==> config.mk <==
export PLATFORM = sky130hd
export DESIGN_NAME = vga_bounce_disc
export DESIGN_NICKNAME = d
export VERILOG_FILES = /design/src/rtl/vga_bounce_disc.sv
export SDC_FILE = /design/constraint.sdc
export NUM_CORES = 1
export LEC_CHECK = 0
export ABC_CLOCK_PERIOD_IN_PS = 7500
export BUFFER_PORTS_ARGS = -buffer_cell sky130_fd_sc_hd__buf_2
export CAP_MARGIN = 0
export CORE_MARGIN = 4
export CORE_UTILIZATION = 40
export CTS_BUF_LIST = sky130_fd_sc_hd__clkbuf_8
export CTS_CLUSTER_DIAMETER = 100
export CTS_CLUSTER_SIZE = 20
export DETAILED_ROUTE_END_ITERATION = 6
export GPL_ROUTABILITY_DRIVEN = 0
export PLACE_DENSITY = 0.65
export SYNTH_ARGS = -nofsm -noshare
export SYNTH_HDL_FRONTEND = slang
export SYNTH_SLANG_ARGS = --single-unit
==> constraint.sdc <==
create_clock -name clk -period 7.5 [get_ports clk]
set_input_delay 0.375 -clock clk [delete_from_list [all_inputs] [get_ports clk]]
set_output_delay 0.375 -clock clk [all_outputs]
set_load 0.01 [all_outputs]
==> src/rtl/vga_bounce_disc.sv <==
// vga_bounce_disc: filled-disc renderer for the TinyVGA output path.
// A disc of RADIUS pixels bounces around the active area, moving once per
// frame. Pixels go through a two-stage pipeline, and the syncs are delayed
// by the same amount so they stay aligned with rgb.
//
// Optional build macro: VGA_DISC_OUTLINE_EN. When it is defined, the
// outermost ring of the disc is drawn as a red outline.
//
// Ports:
//   clk, reset            pixel clock; synchronous active-high reset
//   hsync_in, vsync_in    syncs from hvsync_generator
//   display_on            active-video flag
//   hpos, vpos            current pixel position
//   mode                  colour mode (0 solid, 1 pattern, 2 rings, 3 inverse)
//   speed                 pixels moved per frame per axis
//   pause                 freezes motion and frame_cnt
//   hsync_out, vsync_out  syncs delayed 2 clk
//   rgb                   {R[1:0],G[1:0],B[1:0]}, 2 clk after its pixel
//   frame_cnt             frames elapsed, modulo 1024
//   wall_hit              1-clk pulse after a frame tick that bounced
module vga_bounce_disc #(
    parameter int unsigned H_ACTIVE = 640,
    parameter int unsigned V_ACTIVE = 480,
    parameter int unsigned RADIUS   = 64,
    parameter int unsigned SPEED_W  = 3
) (
    input  logic               clk,
    input  logic               reset,
    input  logic               hsync_in,
    input  logic               vsync_in,
    input  logic               display_on,
    input  logic [9:0]         hpos,
    input  logic [9:0]         vpos,
    input  logic [1:0]         mode,
    input  logic [SPEED_W-1:0] speed,
    input  logic               pause,
    output logic               hsync_out,
    output logic               vsync_out,
    output logic [5:0]         rgb,
    output logic [9:0]         frame_cnt,
    output logic               wall_hit
);

    localparam int unsigned CW  = 11;
    localparam int unsigned D2W = 22;

    localparam logic [CW-1:0]  X_LO  = CW'(RADIUS);
    localparam logic [CW-1:0]  X_HI  = CW'(H_ACTIVE - 1 - RADIUS);
    localparam logic [CW-1:0]  Y_LO  = CW'(RADIUS);
    localparam logic [CW-1:0]  Y_HI  = CW'(V_ACTIVE - 1 - RADIUS);
    localparam logic [CW-1:0]  X_MID = CW'(H_ACTIVE / 2);
    localparam logic [CW-1:0]  Y_MID = CW'(V_ACTIVE / 2);
    localparam logic [D2W-1:0] R_SQ  = D2W'(RADIUS * RADIUS);
`ifdef VGA_DISC_OUTLINE_EN
    localparam logic [D2W-1:0] RM1_SQ = D2W'((RADIUS - 1) * (RADIUS - 1));
`endif

    // Motion state
    logic          r_vsync_q;
    logic [CW-1:0] r_cx;
    logic [CW-1:0] r_cy;
    logic          r_dirx;      // 1 = moving toward larger x
    logic          r_diry;
    logic [9:0]    r_frame_cnt;
    logic          r_wall_hit;

    // Pipeline stage 1
    logic signed [CW-1:0] r_s1_ddx;
    logic signed [CW-1:0] r_s1_ddy;
    logic                 r_s1_disp;
    logic                 r_s1_hs;
    logic                 r_s1_vs;
    logic [5:0]           r_s1_pat;
    logic [1:0]           r_s1_mode;

    // Pipeline stage 2
    logic [5:0] r_rgb;
    logic       r_hs2;
    logic       r_vs2;

    logic          w_frame_tick;
    logic [CW-1:0] w_step;
    logic [CW-1:0] w_cx_nxt;
    logic [CW-1:0] w_cy_nxt;
    logic          w_dirx_nxt;
    logic          w_diry_nxt;
    logic          w_hit_x;
    logic          w_hit_y;

    // One-cycle frame strobe, taken from the rising edge of vsync
    assign w_frame_tick = vsync_in & ~r_vsync_q;
    assign w_step       = CW'(speed);

    // Next disc position; each axis clamps at its limit and reverses there
    always_comb begin
        w_cx_nxt   = r_cx;
        w_dirx_nxt = r_dirx;
        w_hit_x    = 1'b0;
        w_cy_nxt   = r_cy;
        w_diry_nxt = r_diry;
        w_hit_y    = 1'b0;

        if (r_dirx) begin
            if (r_cx + w_step > X_HI) begin
                w_cx_nxt   = X_HI;
                w_dirx_nxt = 1'b0;
                w_hit_x    = 1'b1;
            end else begin
                w_cx_nxt = r_cx + w_step;
            end
        end else begin
            if (r_cx < X_LO + w_step) begin
                w_cx_nxt   = X_LO;
                w_dirx_nxt = 1'b1;
                w_hit_x    = 1'b1;
            end else begin
                w_cx_nxt = r_cx - w_step;
            end
        end

        if (r_diry) begin
            if (r_cy + w_step > Y_HI) begin
                w_cy_nxt   = Y_HI;
                w_diry_nxt = 1'b0;
                w_hit_y    = 1'b1;
            end else begin
                w_cy_nxt = r_cy + w_step;
            end
        end else begin
            if (r_cy < Y_LO + w_step) begin
                w_cy_nxt   = Y_LO;
                w_diry_nxt = 1'b1;
                w_hit_y    = 1'b1;
            end else begin
                w_cy_nxt = r_cy - w_step;
            end
        end
    end

    // Motion update; it happens only on the frame tick, which falls in vertical blanking
    always_ff @(posedge clk) begin
        if (reset) begin
            r_vsync_q   <= 1'b0;
            r_cx        <= X_MID;
            r_cy        <= Y_MID;
            r_dirx      <= 1'b1;
            r_diry      <= 1'b1;
            r_frame_cnt <= 10'd0;
            r_wall_hit  <= 1'b0;
        end else begin
            r_vsync_q  <= vsync_in;
            r_wall_hit <= 1'b0;
            if (w_frame_tick && !pause) begin
                r_frame_cnt <= r_frame_cnt + 10'd1;
                r_cx        <= w_cx_nxt;
                r_cy        <= w_cy_nxt;
                r_dirx      <= w_dirx_nxt;
                r_diry      <= w_diry_nxt;
                r_wall_hit  <= w_hit_x | w_hit_y;
            end
        end
    end

    logic signed [CW-1:0] w_ddx;
    logic signed [CW-1:0] w_ddy;
    logic [9:0]           w_mx;
    logic [9:0]           w_my;
    logic [5:0]           w_c_hi;
    logic [5:0]           w_pat;

    // Stage 1 inputs: offset from the disc centre, and the scrolling XOR pattern
    assign w_ddx  = $signed({1'b0, hpos} - r_cx);
    assign w_ddy  = $signed({1'b0, vpos} - r_cy);
    assign w_mx   = hpos + r_frame_cnt;
    assign w_my   = vpos + (r_frame_cnt >> 2);
    assign w_c_hi = 6'((w_mx ^ w_my) >> 4);
    assign w_pat  = {w_c_hi[1:0], w_c_hi[3:2], w_c_hi[5:4]};

    always_ff @(posedge clk) begin
        if (reset) begin
            r_s1_ddx  <= '0;
            r_s1_ddy  <= '0;
            r_s1_disp <= 1'b0;
            r_s1_hs   <= 1'b0;
            r_s1_vs   <= 1'b0;
            r_s1_pat  <= 6'd0;
            r_s1_mode <= 2'd0;
        end else begin
            r_s1_ddx  <= w_ddx;
            r_s1_ddy  <= w_ddy;
            r_s1_disp <= display_on;
            r_s1_hs   <= hsync_in;
            r_s1_vs   <= vsync_in;
            r_s1_pat  <= w_pat;
            r_s1_mode <= mode;
        end
    end

    logic signed [D2W-1:0] w_dx_ext;
    logic signed [D2W-1:0] w_dy_ext;
    logic [D2W-1:0]        w_d2;
    logic                  w_inside;
    logic [5:0]            w_rgb_nxt;

    // Stage 2: squared distance; both squares are non-negative, so the sum fits unsigned
    assign w_dx_ext = {{(D2W - CW){r_s1_ddx[CW-1]}}, r_s1_ddx};
    assign w_dy_ext = {{(D2W - CW){r_s1_ddy[CW-1]}}, r_s1_ddy};
    assign w_d2     = w_dx_ext * w_dx_ext + w_dy_ext * w_dy_ext;
    assign w_inside = (w_d2 <= R_SQ);

    // Colour select; blanking forces black in every mode
    always_comb begin
        w_rgb_nxt = 6'd0;
        if (r_s1_disp) begin
            case (r_s1_mode)
                2'd0:    if (w_inside)  w_rgb_nxt = 6'b111111;
                2'd1:    if (w_inside)  w_rgb_nxt = r_s1_pat;
                2'd2:    if (w_inside)  w_rgb_nxt = {w_d2[9:8], w_d2[11:10], w_d2[13:12]};
                default: if (!w_inside) w_rgb_nxt = r_s1_pat;
            endcase
`ifdef VGA_DISC_OUTLINE_EN
            if (w_inside && (w_d2 > RM1_SQ)) begin
                w_rgb_nxt = 6'b110000;
            end
`endif
        end
    end

    always_ff @(posedge clk) begin
        if (reset) begin
            r_rgb <= 6'd0;
            r_hs2 <= 1'b0;
            r_vs2 <= 1'b0;
        end else begin
            r_rgb <= w_rgb_nxt;
            r_hs2 <= r_s1_hs;
            r_vs2 <= r_s1_vs;
        end
    end

    assign rgb       = r_rgb;
    assign hsync_out = r_hs2;
    assign vsync_out = r_vs2;
    assign frame_cnt = r_frame_cnt;
    assign wall_hit  = r_wall_hit;

endmodule
* After elaboration in Yosys (flattened, before gate mapping)
Cells that the tools add are included.
** Word-level totals
- Flip-flop bits (word level) :: 76
- Input bits :: 31
- Logic and storage cells :: 68
** Operators by class
- Add/subtract/negate cells :: 11
- Multiply operators :: 2
- $lt $le $gt $ge :: 5
- Equal/unequal tests :: 2
- Multiplexer cells :: 21
- Bitwise gates (word level) :: 6
- Reductions and logical operators :: 5
** Operators by type and width (count)
- $mux 11 :: 6
- $mul 11x11->22 :: 2
- $mux 6 :: 4
- $add 11x3->11 :: 2
- $add 22x22->22 :: 1
- $le 22x13->1 const B :: 1
- $sub 10x11->11 :: 2
- $sub 11x3->11 :: 2
- $pmux 6 s3 :: 1
- $gt 11x10->1 const B :: 1
- $gt 11x9->1 const B :: 1
- $lt 11x11->1 :: 1
- $lt 11x8->1 :: 1
- $add 10x1->10 const B :: 1
- $add 10x10->10 :: 1
- $add 10x8->10 :: 1
- $mux 1 :: 10
- $xor 10x10->10 :: 1
- $add 7x3->8 const A :: 1
- $reduce_or 2->1 :: 2
- $not 1->1 :: 3
- $eq 2x1->1 const B :: 1
- $eq 2x2->1 const B :: 1
- $logic_not 2->1 :: 1
- other kinds (4) :: 4

* Logic depth before layout (Yosys ltp)
Gate-level depths: netlist of the first run.
- Word-level depth :: 5
- Gate-level depth with buffers :: 28

* Least setup slack after synthesis of the first run
OpenSTA, ideal clock, no wires.
- Path type :: reg-to-reg
- Start point :: reg r_s1_ddy[10]
- End point :: reg r_rgb[4] (netlist: rgb[4])
- Library setup time :: 62 ps
- Arrival time :: 7155 ps
- Data required time :: 7438 ps
- Path slack :: 282 ps
- Cell stages (with the launch flop) :: 24
- Buffers on the path :: 2
- Clock period less this slack :: 7218 ps
- Cell sequence :: dfxtp_1 -> clkbuf_1 -> nand2_1 -> inv_1 -> fa_1 -> inv_1 -> fa_1 -> fa_1 -> fa_1 -> fa_1 -> fa_1 -> fa_1 -> inv_1 -> ha_1 -> or4_1 -> a21o_1 -> a211oi_2 -> o21bai_1 -> a21o_1 -> a2111o_1 -> nand4bb_1 -> buf_4 -> or4_1 -> nand3_1
** On the way
- Cells in the longest elaborated chain, start to end :: 5
- Elaborated cells between the ends (all ways) :: 8
** Ends and longest elaborated chain
- start: declaration :: line 69 : logic signed [CW-1:0] r_s1_ddy;
- start signal: assignment :: line 190 : r_s1_ddy <= w_ddy;
- $mul 11x11->22 (*) :: line 208 : assign w_d2 = w_dx_ext * w_dx_ext + w_dy_ext * w_dy_ext;
- $add 22x22->22 (*) :: line 208
- $le 22x13->1 (*) :: line 209 : assign w_inside = (w_d2 <= R_SQ);
- $mux 6 (on tied branches)
- $pmux 6 s3 (*) :: line 215 : case (r_s1_mode)
- end signal: assignment :: line 235 : r_rgb <= w_rgb_nxt;
- end: declaration :: line 77 : logic [5:0] r_rgb;
Mark *: on every way between the ends. The rest lies on a longest branch, timed or not.
A chain may end at the register's enable or synchronous reset.

* Worst setup path in the final report of the first run
- Start point :: reg r_s1_ddy[8]
- End point :: reg r_rgb[4] (netlist: rgb[4])
** On the way
- Cells in the longest elaborated chain, start to end :: 5
- Elaborated cells between the ends (all ways) :: 8
** Ends and longest elaborated chain (line)
- $mul 11x11->22 (*) :: 208
- $add 22x22->22 (*) :: 208
- $le 22x13->1 :: 209
- $mux 6 (on tied branches)
- $pmux 6 s3 (*) :: 215
Marked as above.

==> results.json, run 1 <==
{
  "drc": 0,
  "outcome": "finished clean",
  "start_kind": "flip-flop",
  "endpoint_kind": "flip-flop",
  "die_area_mm2": 0.0372,
  "final_core_util_pct": 44.1,
  "synth_nets": 1945,
  "crit_required_ps": 7830,
  "p_leak_nw": 7.29,
  "drtIter0Drc": 658,
  "drt-total-wl_um": 30900,
  "antenna_found_initial": 0,
  "drv_slew": 0,
  "setup_viol": 0,
  "multiInputGateArea_mm2": 0.0106,
  "r2r_slack_ps": 270,
  "clock_skew_ps": 15.0,
  "power_density_mw_per_mm2": 338,
  "cts_tree": "done",
  "cts_buffer_depth": 2,
  "ys_ff_latch": 76,
  "num_rows": 67,
  "portBuffers": 49,
  "nFillCells": 3300,
  "synth-edff-count": 0,
  "max_clock_freq_mhz": 138,
  "p_total_w": 0.00501,
  "synth.distinct_cells": 69,
  "grt_max_degree": 66,
  "final_layout_size_suffix_gt1_share_pct": 8.09,
  "maxSlewHeadroom_pct": 50.5,
  "design.core.area_mm2": 0.0336,
  "finish.net_count": 1994,
  "tightest_slew_ps": 739,
  "clkTransAtPathRegs_ps": 100,
  "firstDrtPassIters": 5,
  "cap_violations": 0,
  "grt_pass1_wl_um": 52800,
  "cts_root_buffer": "clkbuf_8",
  "cts.sinks": 76,
  "start_util_pct": 40.7,
  "clock_latency_ps": 380,
  "dieWidth_um": 193,
  "yosysSeqAreaShare_pct": 11.1,
  "worst-setup-path-type": "flip-flop to flip-flop",
  "grt_pass1_vias": 10700,
  "num_io_pins": 50,
  "period_share_pct": 96.4,
  "synth.avg_cell_area_um2": 8.87,
  "cts.htree.levels": 3,
  "yosys_warnings": 0,
  "overflow": 0,
  "postRouteAntennaNets": 0,
  "worstPathMaxFanout": 7,
  "syn_area_mm2": 0.0137,
  "dpl.hpwl_um": 26700,
  "hp-class": "input port to flip-flop",
  "regArea_mm2": 0.00153,
  "yosys_most_used_dff": "dfxtp_1",
  "cts_buffers": 9,
  "min_period_ps": 7230,
  "dieHeight_um": 193,
  "via_count": 10100,
  "syn_inst": 1540,
  "via_per_inst": 4.95,
  "ys_async_sr_fraction_pct": 0,
  "worstPathArrival_ps": 7550,
  "grt_util_all_layers_pct": 17.5,
  "diodes": 0,
  "syn2layout_area_growth_pct": 8.49,
  "routedWlPerCell_um": 15.1,
  "peakVddDrop_v": 0.000263,
  "hold_violations": 0,
  "hold_buffers": 0
}
-- power breakdown --
group	total, W	switching (W)	internal [W]
logic	0.00416	0.00237	0.00180
registers	0.000465	0.0000403	0.000425
clock network	0.000377	0.000183	0.000194
total	0.00501	0.00259	0.00242
-- path summary, 6_finish.rpt --
kind | from | endpoint | cells after the start
setup / recovery | r_s1_ddy[8]$_SDFF_PP0_ | rgb[4]$_SDFF_PP0_ | 20
hold / removal | mode[1] | r_s1_mode[1]$_SDFF_PP0_ | 2
hold reg to reg | r_s1_hs$_SDFF_PP0_ | hsync_out$_SDFF_PP0_ | 1
setup reg to reg | r_s1_ddy[8]$_SDFF_PP0_ | rgb[4]$_SDFF_PP0_ | 20
-- cell usage after synthesis (9+ instances only) --
master / number / area, um^2
or2_2: 9 / 56.3
o211ai_1: 9 / 67.6
nand2b_1: 24 / 150
dfxtp_1: 76 / 1520
nand2_1: 107 / 402
nand4_1: 9 / 56.3
a21o_1: 23 / 173
nand3_1: 17 / 85.1
a21oi_1: 50 / 250
ha_1: 130 / 1630
mux2i_1: 9 / 90.1
clkbuf_1: 37 / 139
xnor2_1: 58 / 508
inv_1: 360 / 1350
nor2b_1: 44 / 275
a31oi_1: 10 / 62.6
nor2_1: 77 / 289
nor3_1: 21 / 105
o21ai_0: 50 / 250
and2_1: 51 / 319
xor2_1: 14 / 123
fa_1: 244 / 4880
-- stage by stage --
step                area [um^2]  setup slack (ps)  std cells  hold WS (ps)  TNS [ps]
finish                    14800               273       2042           194         0
global route              14800             -76.9       2042           206     -80.3
CTS                       14800               102       2042           182         0
detailed placement        14600               119       2026           423         0
global placement          14600               241       2026           421         0
floorplan                 13700               282       1540           414         0
-- final cells by class --
| class | instances | area share (%) |
|---|---|---|
| multi-input combinational | 1058 | 71.8 |
| sequential | 76 | 10.3 |
| inverter | 361 | 9.16 |
| tap | 448 | 3.78 |
| timing repair buffer | 83 | 3.40 |
| clock buffer | 9 | 0.835 |
| clock inverter | 7 | 0.709 |
-- worst max-delay path: stages, from the launching register on --
cell and delay (ps):
dfxtp_1 620, and2_1 260, inv_1 80, fa_1 550
fa_1 430, fa_1 520, fa_1 450, fa_1 520
fa_1 430, fa_1 490, inv_1 50, ha_1 230
or4_1 490, a21o_1 210, a211oi_2 290, o21bai_1 110
a21o_1 180, a2111o_1 420, nand4bb_4 250, or4b_1 480
nand3_1 100
-- state kept, by name, summed over array words and instances, names as in the netlist, 2 cells and up --
register and flops:
r_s1_mode 2, rgb 6, r_cx 11, r_cy 11, r_s1_ddx 11, frame_cnt 10
r_s1_pat 6, r_s1_ddy 11
-- kinds of logic after synthesis --
group           Yosys count  synth area share, %
simple gates            390                 14.4
xor+xnor                 73                 4.78
flops                    76                 11.1
compound gates          210                 10.0
fa+ha+maj               374                 47.6
buf+inv                 406                 11.2
mux                      11                0.824
-- cell usage in the layout (no fill, tap or decap), types with 4 or more instances in the layout --
master	instances
inv_1	359
fa_1	244
ha_1	129
nand2_1	107
nor2_1	77
dfxtp_1	70
xnor2_1	58
and2_1	50
a21oi_1	50
o21ai_0	50
buf_2	49
nor2b_1	44
buf_4	33
nand2b_1	24
a21o_1	23
nor3_1	21
nand3_1	17
xor2_1	14
a31oi_1	10
mux2i_1	9
or2_2	9
o211ai_1	9
nand4_1	9
clkbuf_8	9
and3_1	7
nor4_1	6
a21boi_0	6
o22ai_1	5
or4_1	5
a31o_2	5
dfxtp_2	5
o21a_1	4
o221ai_1	4
o31ai_1	4
-- routing by layer --
| metal | up-vias | global-route usage [%] | share of wire, % | wire [um] |
|---|---|---|---|---|
| li1 | 4890 | - | - | - |
| met1 | 5000 | 23.3 | 44 | 13600 |
| met2 | 192 | 31.5 | 52 | 16000 |
| met3 | 35 | 1.36 | 2.9 | 883 |
| met4 | 0 | 3.51 | 1.4 | 431 |
| met5 | - | 0 | 0 | 0 |
-- what timing repair did --
action	CTS	global route
gates resized for setup	0	12
setup buffers	0	0
endpoints found under the setup margin	0	6
Power figures use the tool's default switching activity.
==> run 2: changes to the inputs <==
--- a/config.mk
+++ b/config.mk
@@ -10,9 +10,9 @@
 export CAP_MARGIN = 0
 export CORE_MARGIN = 4
 export CORE_UTILIZATION = 40
-export CTS_BUF_LIST = sky130_fd_sc_hd__clkbuf_8
+export CTS_BUF_LIST = sky130_fd_sc_hd__clkbuf_4 sky130_fd_sc_hd__clkbuf_8 sky130_fd_sc_hd__clkbuf_16
 export CTS_CLUSTER_DIAMETER = 100
-export CTS_CLUSTER_SIZE = 20
+export CTS_CLUSTER_SIZE = 16
 export DETAILED_ROUTE_END_ITERATION = 6
 export GPL_ROUTABILITY_DRIVEN = 0
 export PLACE_DENSITY = 0.65
==> results.json, run 2 (synthesis results as in run 1) <==
{
  "outcome": "finished clean",
  "crit_path_frequent_cell": "fa_1",
  "clock_latency_ps": 350,
  "overflow": 0,
  "fin_hold_ws_ps": 226,
  "portBuffers": 49,
  "cts_tree": "done",
  "regArea_mm2": 0.00153,
  "hold_violations": 0,
  "start_util_pct": 40.7,
  "maxSlewHeadroom_pct": 50.7,
  "worstPathMaxFanout": 7,
  "nFillCells": 3277,
  "path_cells": "and2_1 -> inv_1 -> fa_1 -> fa_1 -> fa_1 -> fa_1 -> fa_1 -> fa_1 -> fa_1 -> inv_1 -> ha_1 -> or4_1 -> a21o_1 -> a211oi_2 -> o21bai_1 -> a21o_1 -> a2111o_1 -> nand4bb_4 -> or4b_1 -> nand3_1",
  "busiest_layer": "met2",
  "via_per_inst": 4.98,
  "drc": 0,
  "min_period_ps": 7240,
  "start_kind": "flip-flop",
  "cts_root_buffer": "clkbuf_16",
  "cts.sinks": 76,
  "period_share_pct": 96.6,
  "final_layout_size_suffix_gt1_share_pct": 8.09,
  "via_count": 10200,
  "crit_buf_inv": 2,
  "crit_slowest_cell": "dfxtp_1",
  "hp-class": "input port to flip-flop",
  "gr-usage-met2_pct": 31.5,
  "tightest_slew_ps": 737,
  "postRouteAntennaNets": 0,
  "max_clock_freq_mhz": 138,
  "cts_buffers": 9,
  "drv_slew": 0,
  "cp_slowest_stage_delay_ps": 620,
  "multiInputGateArea_mm2": 0.0106,
  "setup-tns-final_ps": 0,
  "num_rows": 67,
  "antenna_found_initial": 0,
  "drtIter0Drc": 677,
  "dieWidth_um": 193,
  "grt_util_all_layers_pct": 17.6,
  "die_area_mm2": 0.0372,
  "firstDrtPassIters": 5,
  "cts.htree.levels": 3,
  "use_met1_pct": 23.3,
  "final_cell_mix": "359 x inv_1, 244 x fa_1, 129 x ha_1",
  "grt_pass1_vias": 10700,
  "worstPathArrival_ps": 7540,
  "cts_buffer_depth": 2,
  "diodes": 0,
  "crit_required_ps": 7790,
  "clkTransAtPathRegs_ps": 70,
  "cpLargestDelayFamily": "adder cells",
  "worst-setup-path-type": "flip-flop to flip-flop",
  "grt_pass1_wl_um": 52900,
  "power_density_mw_per_mm2": 343,
  "p_leak_nw": 7.33,
  "drt-total-wl_um": 31000,
  "syn2layout_area_growth_pct": 9.23,
  "finish.net_count": 1994,
  "peakVddDrop_v": 0.000268,
  "clock_skew_ps": 13.0,
  "endpoint_kind": "flip-flop",
  "use_met3_pct": 1.88,
  "design.core.area_mm2": 0.0336,
  "dieHeight_um": 193,
  "setup_viol": 0,
  "cap_violations": 0,
  "dpl.hpwl_um": 26700,
  "final_common_cell": "inv_1",
  "grt_max_degree": 66,
  "routedWlPerCell_um": 15.2,
  "num_io_pins": 50
}
-- run 2: cell counts in the layout (fill, tap and decap cells not counted) --
Identical to the previous run, type by type.
-- run 2: cell type report --
class	instances	area share (%)
Timing Repair Buffer	83	3.38
Clock inverter	7	0.704
Sequential cell	76	10.3
Multi-Input combinational cell	1058	71.3
Tap cell	448	3.75
Inverter	361	9.10
Clock buffer	9	1.51
-- run 2: report_power, final --
part           leakage [nW]  internal (W)  switching, W
Combinational          6.54       0.00180       0.00236
Clock                 0.164      0.000298      0.000199
Sequential            0.625      0.000425     0.0000401
Total                  7.33       0.00252       0.00260
-- run 2: worst paths after layout --
kind                               start                       to  slack, ps  depth (start not counted)
setup reg to reg  r_s1_ddy[8]$_SDFF_PP0_        rgb[4]$_SDFF_PP0_        260                         20
setup / recovery  r_s1_ddy[8]$_SDFF_PP0_        rgb[4]$_SDFF_PP0_        260                         20
hold reg to reg       r_s1_hs$_SDFF_PP0_     hsync_out$_SDFF_PP0_        440                          1
hold / removal                   mode[1]  r_s1_mode[1]$_SDFF_PP0_        230                          2
-- run 2: worst reg2reg max path: cells and delay by family (launching register included) --
kind | cells | cell delay [ps]
adder cells (fa/ha/maj) | 8 | 3620
AND/OR/NAND/NOR | 5 | 1600
AO/OA/AOI/OAI | 5 | 1210
flip-flops | 1 | 620
buffers and inverters | 2 | 140
-- run 2: what timing repair did --
action                                  in CTS  in global routing
gates resized for setup                      0                 12
setup buffers                                0                  0
endpoints found under the setup margin       0                  6
endpoints found under the hold margin        0                  0
hold buffers                                 0                  0
-- run 2: per-layer routing --
layer  share of wire, %  wire length (um)  vias up
met5                  0                 0        -
met4                1.2               358        0
met3                3.0               914       30
met2                 52             16000      176
met1                 44             13700     5064
li1                   -                 -     4891
-- run 2: metrics by stage --
step | worst slack (ps) | cell area, um^2 | util (%) | std cells | power (W)
final | 257 | 14900 | 44.4 | 2042 | 0.00513
after global routing | -74.8 | 14900 | 44.4 | 2042 | 0.00572
after CTS | 103 | 14900 | 44.3 | 2042 | 0.00511
after detailed placement | 119 | 14600 | 43.3 | 2026 | 0.00459
after global placement | 241 | 14600 | 43.3 | 2026 | 0.00453
after floorplan | 282 | 13700 | - | 1540 | 0.00353
==> run 3: changes to the inputs <==
==> constraint.sdc (replaced) <==
create_clock -name clk -period 7.5 [get_ports clk]
set_input_delay 0 -clock clk [delete_from_list [all_inputs] [get_ports clk]]
set_output_delay 0 -clock clk [all_outputs]
set_load 0.01 [all_outputs]
==> results.json, run 3 (synthesis results as in run 1) <==
{
  "dieWidth_um": 193,
  "via_count": 10200,
  "cts_buffers": 9,
  "worstHoldPathCells": 4,
  "clock_skew_ps": 10.4,
  "grt_pass1_vias": 10700,
  "die_area_mm2": 0.0372,
  "outcome": "finished clean",
  "worstPathArrival_ps": 7530,
  "wl_met2_um": 16100,
  "final_cell_mix": "359 x inv_1, 244 x fa_1, 129 x ha_1",
  "via_per_inst": 4.97,
  "hold_violations": 0,
  "fin_hold_ws_ps": 58.0,
  "firstDrtPassIters": 5,
  "r2r_start": "r_s1_ddy[8]$_SDFF_PP0_",
  "cts_tree": "done",
  "dieHeight_um": 193,
  "nFillCells": 3272,
  "grt_util_all_layers_pct": 17.6,
  "design.core.area_mm2": 0.0336,
  "drt-total-wl_um": 31100,
  "critPathLaunch": "r_s1_ddy[8]$_SDFF_PP0_",
  "worst-setup-path-type": "flip-flop to flip-flop",
  "wl_met1_um": 13700,
  "overflow": 0,
  "tightest_slew_ps": 735,
  "final_common_cell": "inv_1",
  "max_clock_freq_mhz": 138,
  "grt_pass1_wl_um": 53000,
  "drv_slew": 0,
  "num_rows": 67,
  "cap_violations": 0,
  "reg2reg_depth": 20,
  "met3_length_um": 935,
  "hp-class": "input port to flip-flop",
  "period_share_pct": 96.5,
  "crit_required_ps": 7790,
  "r2r_slack_ps": 260,
  "routedWlPerCell_um": 15.2,
  "syn2layout_area_growth_pct": 9.59,
  "r2r-end": "rgb[4]$_SDFF_PP0_",
  "endpoint_kind": "flip-flop",
  "postCtsSetupBuffers": 0,
  "setup-tns-final_ps": 0,
  "drc": 0,
  "peakVddDrop_v": 0.000265,
  "power_density_mw_per_mm2": 342,
  "clock_latency_ps": 350,
  "maxSlewHeadroom_pct": 50.8,
  "cts.sinks": 76,
  "start_kind": "flip-flop",
  "dpl.hpwl_um": 26700,
  "grt_max_degree": 66,
  "worstPathMaxFanout": 7,
  "highest_layer": "met4",
  "postRouteAntennaNets": 0,
  "drtIter0Drc": 635,
  "p_leak_nw": 7.35,
  "cts_root_buffer": "clkbuf_16",
  "setup_viol": 0,
  "min_period_ps": 7240,
  "diodes": 0,
  "final_core_util_pct": 44.6,
  "cts.htree.levels": 3,
  "final_layout_size_suffix_gt1_share_pct": 8.07,
  "cts_buffer_depth": 2,
  "num_io_pins": 50,
  "clkTransAtPathRegs_ps": 70,
  "antenna_found_initial": 0,
  "portBuffers": 49,
  "cp-endpoint": "rgb[4]$_SDFF_PP0_",
  "start_util_pct": 40.7,
  "finish.net_count": 1999
}
run 3: cell type report:
type,instances,area (um^2),area share [%]
sequential,76,1530,10.2
inverter,361,1360,9.07
clock buffer,9,225,1.50
tap,448,561,3.74
timing repair buffer,88,554,3.70
clock inverter,7,105,0.702
multi-input combinational,1058,10600,71.1
run 3: repair_timing:
action	in CTS	in global routing
hold buffers	5	0
gates resized for setup	0	12
endpoints found under the hold margin	5	0
endpoints found under the setup margin	0	6
run 3: critical path: stages (launching register included):
cell and delay, ps:
dfxtp_1 610, and2_1 260, inv_1 80, fa_1 550
fa_1 430, fa_1 520, fa_1 450, fa_1 520
fa_1 430, fa_1 490, inv_1 50, ha_1 230
or4_1 490, a21o_1 210, a211oi_2 290, o21bai_1 110
a21o_1 180, a2111o_1 420, nand4bb_4 260, or4b_1 480
nand3_1 100
run 3: how the worst min path moves through the flow:
stage                from  slack (ps)                       to
2_1_floorplan  display_on         130     r_s1_disp$_SDFF_PP0_
3_3_place_gp     hsync_in         210       r_s1_hs$_SDFF_PP0_
3_5_place_dp      mode[1]         210  r_s1_mode[1]$_SDFF_PP0_
4_1_cts           hpos[0]          50   r_s1_ddx[0]$_SDFF_PP0_
5_1_grt           vpos[0]          90   r_s1_ddy[0]$_SDFF_PP0_
6_report          hpos[0]          60   r_s1_ddx[0]$_SDFF_PP0_
run 3: power breakdown:
group	switching (W)	total (W)	internal, W
Combinational	0.00236	0.00416	0.00180
Clock	0.000197	0.000495	0.000298
Sequential	0.0000401	0.000465	0.000425
Total	0.00260	0.00512	0.00252
run 3: per-layer routing:
layer,global-route usage [%],up-vias
met5,0,-
met4,2.93,0
met3,1.88,32
met2,31.7,172
met1,23.3,5064
li1,-,4902
run 3: per-stage QoR:
step / instance area [um^2] / setup WS (ps) / total power [W] / cells
after detailed placement: 14600 / 119 / 0.00459 / 2026
after floorplan: 13700 / 282 / 0.00353 / 1540
final: 15000 / 262 / 0.00512 / 2047
after CTS: 14900 / 103 / 0.00511 / 2047
after global routing: 15000 / -75.1 / 0.00572 / 2047
after global placement: 14600 / 241 / 0.00453 / 2026
